`src/rtl/list_feeder.sv`:
```
// Packs a valid/ready word stream into 4-word groups for the list adder. One group is staged
// while another is held on buffer. Optional LIST_FEEDER_COUNT_EN adds a running list word count.
module list_feeder #(
    parameter int                DATA_W    = 32,
    parameter logic [DATA_W-1:0] PAD_VALUE = '0
) (
    input  logic                   clk,
    input  logic                   rst,
    input  logic [DATA_W-1:0]      in_data,
    input  logic                   in_valid,
    output logic                   in_ready,
    input  logic                   in_last,
    input  logic                   data_request,
    output logic [3:0][DATA_W-1:0] buffer,
    output logic                   data_available,
    output logic                   group_last
`ifdef LIST_FEEDER_COUNT_EN
    ,
    output logic [15:0]            list_words
`endif
);

    logic [3:0][DATA_W-1:0] staging;
    logic [1:0]             idx;
    logic                   staged_full;
    logic                   stg_last;
    logic [2:0]             stg_n;
    logic                   pending;
    logic                   req_q;
    logic                   run;

    logic accept;
    logic req_rise;
    logic xfer;

    // run holds in_ready low until the first edge after reset release.
    assign in_ready = run & ~staged_full;
    assign accept   = in_valid & in_ready;
    assign req_rise = data_request & ~req_q;
    assign xfer     = staged_full & (pending | req_rise);

    always_ff @(posedge clk or posedge rst) begin
        if (rst) begin
            staging        <= '0;
            idx            <= '0;
            staged_full    <= 1'b0;
            stg_last       <= 1'b0;
            stg_n          <= '0;
            pending        <= 1'b0;
            req_q          <= 1'b0;
            run            <= 1'b0;
            buffer         <= '0;
            data_available <= 1'b0;
            group_last     <= 1'b0;
        end else begin
            run   <= 1'b1;
            req_q <= data_request;

            if (xfer) begin
                buffer         <= staging;
                group_last     <= stg_last;
                data_available <= 1'b1;
                staged_full    <= 1'b0;
                pending        <= 1'b0;
            end else begin
                // A rise with nothing staged consumes the current group; the refill follows.
                pending <= pending | req_rise;
                if (req_rise)
                    data_available <= 1'b0;
            end

            // Never coincides with xfer: in_ready is low while staging is full.
            if (accept) begin
                staging[idx] <= in_data;
                for (int i = 0; i < 4; i++)
                    if (in_last && (i > int'(idx)))
                        staging[i] <= PAD_VALUE;
                if (in_last || (idx == 2'd3)) begin
                    staged_full <= 1'b1;
                    stg_last    <= in_last;
                    stg_n       <= {1'b0, idx} + 3'd1;
                    idx         <= '0;
                end else begin
                    idx <= idx + 2'd1;
                end
            end
        end
    end

`ifdef LIST_FEEDER_COUNT_EN
    logic [16:0] cnt_sum;

    // A new list restarts the count once the previous group closed a list.
    assign cnt_sum = {1'b0, (group_last ? 16'd0 : list_words)} + {14'd0, stg_n};

    always_ff @(posedge clk or posedge rst) begin
        if (rst) begin
            list_words <= '0;
        end else if (xfer) begin
            list_words <= cnt_sum[16] ? 16'hFFFF : cnt_sum[15:0];
        end else if (req_rise && data_available && group_last) begin
            list_words <= '0;
        end
    end
`endif

endmodule

```
`config.mk`:
```
export PLATFORM = sky130hd
export DESIGN_NAME = list_feeder
export DESIGN_NICKNAME = d
export VERILOG_FILES = /design/src/rtl/list_feeder.sv
export SDC_FILE = /design/constraint.sdc
export NUM_CORES = 1
export LEC_CHECK = 0
export BUFFER_PORTS_ARGS = -buffer_cell sky130_fd_sc_hd__buf_2
export CAP_MARGIN = 0
export CELL_PAD_IN_SITES_DETAIL_PLACEMENT = 1
export CELL_PAD_IN_SITES_GLOBAL_PLACEMENT = 2
export CORE_MARGIN = 2
export CORE_UTILIZATION = 43
export CTS_CLUSTER_DIAMETER = 50
export DETAILED_ROUTE_END_ITERATION = 16
export GPL_ROUTABILITY_DRIVEN = 0
export PLACE_DENSITY_LB_ADDON = 0.1
export SLEW_MARGIN = 20
export SYNTH_ARGS = -nofsm -noshare
export SYNTH_HDL_FRONTEND = slang
export SYNTH_SLANG_ARGS = --single-unit
```
`constraint.sdc`:
```
create_clock -name clk -period 19.2 [get_ports clk]
set_input_delay 2.88 -clock clk [delete_from_list [all_inputs] [get_ports clk]]
set_output_delay 2.88 -clock clk [all_outputs]
set_load 0.01 [all_outputs]
```
Word-level counts from Yosys, hierarchy flattened
Index checks and enable logic that the tools add are counted.

Register bits: 265. Bits of input ports: 37. Output and inout port bits: 131. Word-level logic and storage cells: 50.

$add $sub $neg: 1. Magnitude comparators: 5. Equal/unequal tests: 1. Multiplexer cells: 13. Bitwise logic cells: 7. Reductions and logical operators: 7.

Operators with widths (number): 128-bit bitwise mux (1); 32-bit two-way mux (4); 32-bit demux with 2-bit select (1); 1-bit two-way mux (6); 1-bit AND (4); 2-bit > comparator (first input constant) (2); 1-bit logical AND (4); 2-bit by 3-bit less-than comparator with 1-bit output (second input constant) (1); 2-bit by 1-bit adder with 2-bit output (second input constant) (1); 2-bit == test (second input constant) (1); 2-bit by 1-bit greater-or-equal comparator with 1-bit output (second input constant) (1); 1-bit by 2-bit > comparator with 1-bit output (first input constant) (1); 2-bit two-way mux (1); 1-bit NOT (2); 2-bit AND reduction (1); 2-bit nonzero test (1); 1-bit logical OR (1); 1-bit bitwise OR (1).

Longest topological paths before layout
Gate-level depths: netlist of run 1.

Depth in word-level cells: 7. Mapped depth: 6. Gate-level depth less buffers: 5.

Worst setup path before layout of run 1
OpenSTA, ideal clock, no wires.

Kind: input -> register. Start point: input data_request. End point: register buffer[0] (netlist name). Setup time: 0.128 ns. Data arrival time: 3.895 ns. Path slack: 15.177 ns. Stages: 5. Path buffers: 2. Path through: nor2b_1 -> o21ai_1 -> buf_2 -> buf_4 -> mux2_1.

Cells in the longest elaborated chain, start to end: 3.

RTL lines: from (decl) (line 13) `input logic data_request,`; 1-bit AND (line 39) `assign req_rise = data_request & ~req_q;`; 1-bit bitwise OR (line 40) `assign xfer = staged_full & (pending | req_rise);`; 1-bit AND (line 40); to (signal assigned) (line 60) `buffer <= staging;`; to (decl) (line 14) `output logic [3:0][DATA_W-1:0] buffer,`.

No other way between the ends. A chain may end at the register's enable or synchronous reset.

Final worst setup path of run 1
Start point: input in_valid. End point: register staging[9] (netlist name).

Cells in the longest elaborated chain, start to end: 1.

RTL lines: from (decl) (line 10) `input logic in_valid,`; 1-bit AND (line 38) `assign accept = in_valid & in_ready;`; to (signal, indexed assignment) (line 74) `staging[idx] <= in_data;`; to (decl) (line 23) `logic [3:0][DATA_W-1:0] staging;`.

No other way between the ends.

==> results of run 1 <==
-- Yosys cell counts --
cell                        number  area, sq um
sky130_fd_sc_hd__conb_1          1         3.75
sky130_fd_sc_hd__nor2_1          4         15.0
sky130_fd_sc_hd__o21ai_2         1         8.76
sky130_fd_sc_hd__nor3b_1         1         7.51
sky130_fd_sc_hd__ha_1            4         50.1
sky130_fd_sc_hd__a211oi_4        1         20.0
sky130_fd_sc_hd__a32o_1          1         10.0
sky130_fd_sc_hd__a31oi_1         1         6.26
sky130_fd_sc_hd__o2bb2ai_1       1         8.76
sky130_fd_sc_hd__clkbuf_1        4         15.0
sky130_fd_sc_hd__inv_1          37          139
sky130_fd_sc_hd__and2_1          2         12.5
sky130_fd_sc_hd__mux2_1        131         1480
sky130_fd_sc_hd__nor2b_1         3         18.8
sky130_fd_sc_hd__nand3b_4        1         20.0
sky130_fd_sc_hd__mux2_4         30          450
sky130_fd_sc_hd__nand2_2         1         6.26
sky130_fd_sc_hd__dfrtp_1       265         6630
sky130_fd_sc_hd__a22o_1         62          543
sky130_fd_sc_hd__mux2i_1        32          320
sky130_fd_sc_hd__buf_6           6         67.6
sky130_fd_sc_hd__o21ai_1         7         35.0
sky130_fd_sc_hd__buf_2          16         80.1
sky130_fd_sc_hd__buf_4          11         82.6
sky130_fd_sc_hd__nand3_1         2         10.0
sky130_fd_sc_hd__and3b_1         1         8.76
sky130_fd_sc_hd__nand2_1        34          128
-- placed cells by master (no fill, tap or decap), types with 4 or more instances in the layout --
| cell type | count |
|---|---|
| sky130_fd_sc_hd__clkbuf_16 | 31 |
| sky130_fd_sc_hd__buf_4 | 7 |
| sky130_fd_sc_hd__nand2_1 | 34 |
| sky130_fd_sc_hd__mux2i_1 | 32 |
| sky130_fd_sc_hd__clkinv_2 | 5 |
| sky130_fd_sc_hd__nor2_1 | 4 |
| sky130_fd_sc_hd__clkbuf_8 | 6 |
| sky130_fd_sc_hd__mux2_1 | 131 |
| sky130_fd_sc_hd__buf_2 | 167 |
| sky130_fd_sc_hd__a22o_1 | 62 |
| sky130_fd_sc_hd__inv_1 | 36 |
| sky130_fd_sc_hd__o21ai_1 | 5 |
| sky130_fd_sc_hd__dfrtp_1 | 265 |
| sky130_fd_sc_hd__clkbuf_1 | 5 |
| sky130_fd_sc_hd__bufinv_16 | 4 |
| sky130_fd_sc_hd__mux2_4 | 30 |
-- cell type report --
cell class | count | area, sq um
well taps | 319 | 399
multi-input cells | 321 | 3200
clock buffers | 42 | 877
inverters | 37 | 146
clock inverters | 13 | 178
flip-flops and latches | 265 | 6630
fillers | 2303 | 10900
repair buffers | 178 | 966
-- final timing paths --
check	slack, ps	endpoint	startpoint
max in group asynchronous	15260	buffer[118]	rst
min	480	buffer[47]	buffer[47]
max reg2reg	16870	staging[9]	staged_full
max	14930	staging[9]	in_valid
min reg2reg	480	buffer[47]	buffer[47]
min in group asynchronous	2510	buffer[120]	rst
-- registers in the layout, indices dropped and copies added, names as in the netlist --
| name | count |
|---|---|
| data_available | 1 |
| staging | 128 |
| pending | 1 |
| staged_full | 1 |
| group_last | 1 |
| stg_last | 1 |
| run | 1 |
| buffer | 128 |
| idx | 2 |
| req_q | 1 |
-- logic make-up (layout without fill, tap and decap cells) --
| logic type | count (synthesis) | in the layout | share of synthesized area, % |
|---|---|---|---|
| flops | 265 | 265 | 65.2 |
| mux | 193 | 193 | 22.1 |
| compound gates | 74 | 74 | 6.21 |
| buf+inv | 74 | 270 | 3.78 |
| simple gates | 49 | 49 | 2.23 |
| fa+ha+maj | 4 | 4 | 0.492 |
| other cells | 1 | 1 | 0.0369 |
-- where the power goes --
group          internal, mW  switching, mW  leakage (nW)
Combinational         0.221          0.210          2.39
Clock                 0.371          0.226         0.516
Sequential            0.746          0.109          3.48
Total                  1.34          0.544          6.38
-- through the flow --
stage	std cells	hold slack [ps]	utilization (%)	power (mW)
4_1_cts	1174	489	53.0	1.91
3_3_place_gp	1118	465	48.3	1.27
2_1_floorplan	660	454	-	1.10
5_1_grt	1175	494	53.1	1.99
3_5_place_dp	1119	475	48.5	1.30
6_report	1175	482	53.1	1.88
-- routing by layer --
metal	global-route usage [%]	vias up	wire length (um)
met5	0	-	0
met4	4.55	0	369
met3	3.70	31	1310
met2	32.4	148	11600
met1	27.3	3128	10700
li1	-	2650	-
==> results list, run 1 <==
* Min-Delay Path Class: register to register
* Vias after detailed routing: between 5000 and 6000
* Routed WL: 24000 um
- TritonCTS clock tree: done
- Cells after Synth: 660
- Number of max-cap violations: 0
* Shortest period the worst path allows: 4270 ps
- STA classifies the critical path startpoint as an input port.
* Highest net fanout along the worst path: 20
- Post-route standard cell area excluding fillers: 12400 sq um
- Boundary pin count: 168
* Critical Path AT: 4690 ps
- In this run, the number of DRC markers left after iteration 0 of detailed routing was 221.
- The core region is 23300 sq um.
- The mapped netlist covers ~10000 sq um.
* Post-DP HPWL: 15400 um
* Initial core utilization: 43.6%
- Floorplan row count: 56
- For the worst setup path, the data required time is 19620 ps.
- The initial antenna violation count is 0.
- The die is 158 um wide.
- P&R area growth vs syn: 21.8%
* Nets: between 800 and 900
* Setup crit end kind: register
- For this design, the CTS-stage hold fixing added 0 buffers.
* DR WL/cell: about 20 um
- Setup repair after global routing missed its margin: false
* Pin slew with the least headroom to its limit: 944 ps
- Entering global routing, the biggest net connects 120 pins.
- Derived from the worst setup path, the maximum achievable clock frequency is 234 MHz.
- Sequential-to-total area share from yosys stat: 65.2%
- The clock passes through at most 3 buffers.
- Delay of the slowest cell on the worst path: 490 ps
- Yosys warnings: 0
- Dividing the synthesized area by the synthesized cell count gives 15.4 sq um.
* Static Leakage: 6.38 nW
- Across all setup checks in the final design, the least slack found is 14930 ps.
- The slowest stage of the critical path is the sky130_fd_sc_hd__and3b_1 cell.
- Aggregate global routing overflow: 0
- Power Density: 152 nW/um^2
- Die outline area: around 25000 sq um
- ANT cells: 0
* Number of global-route vias before repair: between 6000 and 7000
- DR DRC count: 0
- The count of nets left with antenna violations once routing finished came out at 0.
- Fin. max-slew vios: 0
* Number of hold violations in the final report: 0
* Instance area at placement: 11300 sq um
* Max-slew headroom: 37.1%
* Class of the most critical setup path: input port to register
- Clock network latency to the later pin of the worst-skew pair: 540 ps
- Cell chain of the critical path: buf_2, and3b_1, nand2_2, buf_4, mux2_4
- Adding up every negative setup slack in the final design gives 0 ps.
* Worst ir drop on vdd: 0.0675 mV
- Clock transition at the registers of the reported paths: approximately 60 ps
- First-pass GRT wire length: 38200 um
- OpenSTA, run right after detailed placement, puts the worst setup slack at 14380 ps.
* Largest delay contributor family on the critical path: simple AND/OR/NAND/NOR gates
* Number of levels the H-tree was split into: 1
* Part of the cycle the worst path needs: 22.3%
* Post-CTS repair timing setup buffer count: 0
- In this run the number of cells on the critical path is 5.
* Number of nets produced by synthesis: 701
- The clock arrives with 13.6 ps of skew.
* Chip Height: 158 um
- Buffers placed on the I/O ports in this run total 167.
* Number of cells on the worst reg-to-reg path: 4
- Gates resized during post-CTS repair numbered 0.
* Ratio of cells with drive above 1 in the final layout: between 30 and 40%
* Worst Path Buf+Inv: 2
- Result of the run: complete, no violations
- Number of cells traversed by the worst hold path: 1
- Setup violations remaining at the end of the flow were counted as 0.
* Routed vias/inst: 5.07
- Register bit count reported by yosys: 265
* Sinks on the clock net: about 270
* Inserted Clock Buffers: 30
- Total GRT Usage: 19.7%
- Master cell of the clock root buffer: sky130_fd_sc_hd__clkbuf_16
- Synthesis instantiated 27 different standard cells from the library.
* Number of detailed-route iterations in the first pass: 4
Power figures use the tool's default switching activity.
==> run 2, diff against run 1 <==
CORE_UTILIZATION = 36   (was 43)
clock period = 3.56 ns   (was 19.2 ns; I/O delays follow)
==> run 2 against run 1 <==
Compared with the run above: cell area is 2.5% higher; critical path depth is 1 lower; hold slack worse by 320 ps; routed wire length is 3.0% higher.
==> results list, run 2 (synthesis gave the netlist of run 1 again) <==
* Setup repair after global routing missed its margin: false
- R2r endpoint: staging[25]
- DR WL/cell: 19.8 um (-3.0%)
* P&R area growth vs syn: 24.9%
- The number of hold buffers added after CTS is 0 (unchanged).
- In the layout the commonest cells are 265 x sky130_fd_sc_hd__dfrtp_1, 167 x sky130_fd_sc_hd__buf_2, 131 x sky130_fd_sc_hd__mux2_1.
* Nets: 886 (+1.4%)
- Routed WL: 24800 um (+3.0%)
- The maximum net fanout on the critical path came to 19 (-5.0%).
* Number of cells on the worst reg-to-reg path: 4 (unchanged)
* Fin. max-slew vios: 0 (unchanged)
* Post-CTS repair timing setup buffer count: 0 (unchanged)
- Sw frac: 28.4% (-0.55 points)
- Largest net degree at the start of global routing: 62 (-48%)
* Chip Height: 172 um (+9.1%)
- Setup crit end kind: register
* Number of max-cap violations: 0 (unchanged)
* RR Startpoint: staged_full
- Boundary pin count: 168 (unchanged)
- The number of global-route vias before repair came to 6716 (+1.6%).
* Most frequent standard cell in the layout excluding fill and tap cells: sky130_fd_sc_hd__dfrtp_1
- The final global-route overflow total was 0 (unchanged).
* Post-route standard cell area excluding fillers: 12700 sq um (+2.5%)
* Routed vias/inst: 4.84 (-4.6%)
- Post-Route Skew: 7.32 ps (-6.27 ps)
* Min-Delay Path Class: input port to register
* Number of detailed-route iterations in the first pass: 4 (unchanged)
- Instance area at placement: 11500 sq um (+1.5%)
* Class of the most critical setup path: register to register
- Antenna Violating Nets Remaining: 0 (unchanged)
- The final number of hold-violating endpoints came to 0 (unchanged).
* Antenna violations before repair: 1 (+1)
* Post-DP HPWL: 16300 um (+5.8%)
- The sequential share of power was 43.5% (-1.9 points).
- Power Density: 832 nW/um^2 (+450%)
- The width of the chip came to 172 um (+9.1%).
* Worst min-delay path endpoint: req_q
- CTS placed an instance of sky130_fd_sc_hd__clkbuf_16 at the clock tree root.
- ANT cells: 0 (unchanged)
- The clock latency reported for the late side of the worst-skew pair was 490 ps (-50 ps).
* Post_cts resized: 0 (unchanged)
- The smallest clock period supported by the final layout is computed as ~2500 ps.
- First-pass GRT wire length: 39200 um (+2.7%)
- Highest Clock Rate: slightly above 400 MHz
- Hold Path Origin: data_request
* Clock transition at the registers of the reported paths: 50 ps (about the same)
* Number of levels the H-tree was split into: 2 (+1)
- Worst endpoint required time: 3930 ps (-15690 ps)
- Biggest registers after layout: buffer (128), staging (128), idx (2)
- Static Leakage: 6.51 nW (+1.9%)
- The worst voltage drop across the vdd grid is 0.322 mV (+380%).
- Die outline area: 29600 sq um (+19%)
- Result of the run: complete, no violations
* Setup_tns: 0 ps (unchanged)
- The maximum buffer depth of the clock tree came to 3 (unchanged).
- The clock buffer count from CTS is 35 (+17%).
- The count of port buffers added during placement was 167 (unchanged).
* Vias after detailed routing: 6039 (+1.4%)
- The total of fill cells in the finished design is 2848 (+24%).
- The share of cells above drive strength 1 is 32.2% (+0.88 points).
- Initial core utilization: 36.6% (-7.0 points)
- The arrival time reported for the critical path endpoint is 2850 ps (-1840 ps).
- The slew of the pin with the lowest slew margin was 991 ps (+47.1 ps).
* Placeable core region: 27800 sq um (+19%)
* Final setup vio count: 0 (unchanged)
- The internal cell power is 7.57 mW (+470%).
* Number of cells traversed by the worst hold path: 1 (unchanged)
- The total power after layout is 10.6 mW (+460%).
- The placement row count came to 61 (+8.9%).
* Part of the cycle the worst path needs: 69.8%
* DRC violation total after the first TritonRoute iteration: 260 (+18%)
- Total GRT Usage: 17.3% (-2.4 points)
- Combinational cell fraction of total power: 22.3% (-0.6 points)
- The worst hold margin is 162 ps (-320 ps).
- The worst setup path is launched from a register.
- The power share of the clock group was 34.2% (+2.5 points).
- The net switching power figure was 3.00 mW (+450%).
- TritonCTS built the clock tree.
- The max-slew headroom at the worst pin came to 33.8% (-3.3 points).
- The setup slack on the worst flop-to-flop path was 1070 ps (-15800 ps).
- The total number of clock tree sinks is 265 (unchanged).
- DR DRC count: 0 (unchanged)
[run 2: final cells by class]
type	instances	area, sq um	share of cell area [%]
clock buffers	48	1010	7.92
clock inverters	14	205	1.61
inverters	37	143	1.12
multi-input cells	321	3200	25.2
flip-flops and latches	265	6630	52.2
well taps	378	473	3.72
repair buffers	185	1050	8.29
[run 2: metrics by stage]
stage,cells,util [%],setup slack [ps]
floorplan,660,-,-472
global placement,1185,41.3,966
detailed placement,1185,41.3,885
CTS,1247,45.6,1030
global route,1248,45.7,924
finish,1248,45.7,1070
[run 2: worst max-delay path by stage]
| stage | from | endpoint | slack (ps) | cells after the start |
|---|---|---|---|---|
| floorplan | rst | buffer[0] | -470 | 1 |
| global placement | in_valid | staging[31] | 970 | 5 |
| detailed placement | in_valid | staging[31] | 880 | 5 |
| CTS | staged_full | staging[25] | 1030 | 4 |
| global route | staged_full | staging[29] | 920 | 4 |
| finish | staged_full | staging[25] | 1070 | 4 |
[run 2: power groups by stage]
stage | Clock [mW] | Sequential, mW | Combinational, mW
detailed placement | 0 | 4.65 | 2.40
global route | 3.86 | 4.75 | 2.60
global placement | 0 | 4.60 | 2.33
floorplan | 0 | 4.74 | 1.22
CTS | 3.72 | 4.61 | 2.42
finish | 3.62 | 4.60 | 2.35
[run 2: layer usage]
layer | GRT usage (%) | wire, um
met2 | 27.2 | 11300
met4 | 4.71 | 450
met1 | 24.0 | 11600
met5 | 0 | 0
met3 | 4.42 | 1380
[run 2: critical path, cell delays in order (launching register included)]
cell and delay (ps):
sky130_fd_sc_hd__dfrtp_1 450, sky130_fd_sc_hd__and3b_1 570, sky130_fd_sc_hd__nand2_2 570, sky130_fd_sc_hd__buf_4 430, sky130_fd_sc_hd__mux2_4 330
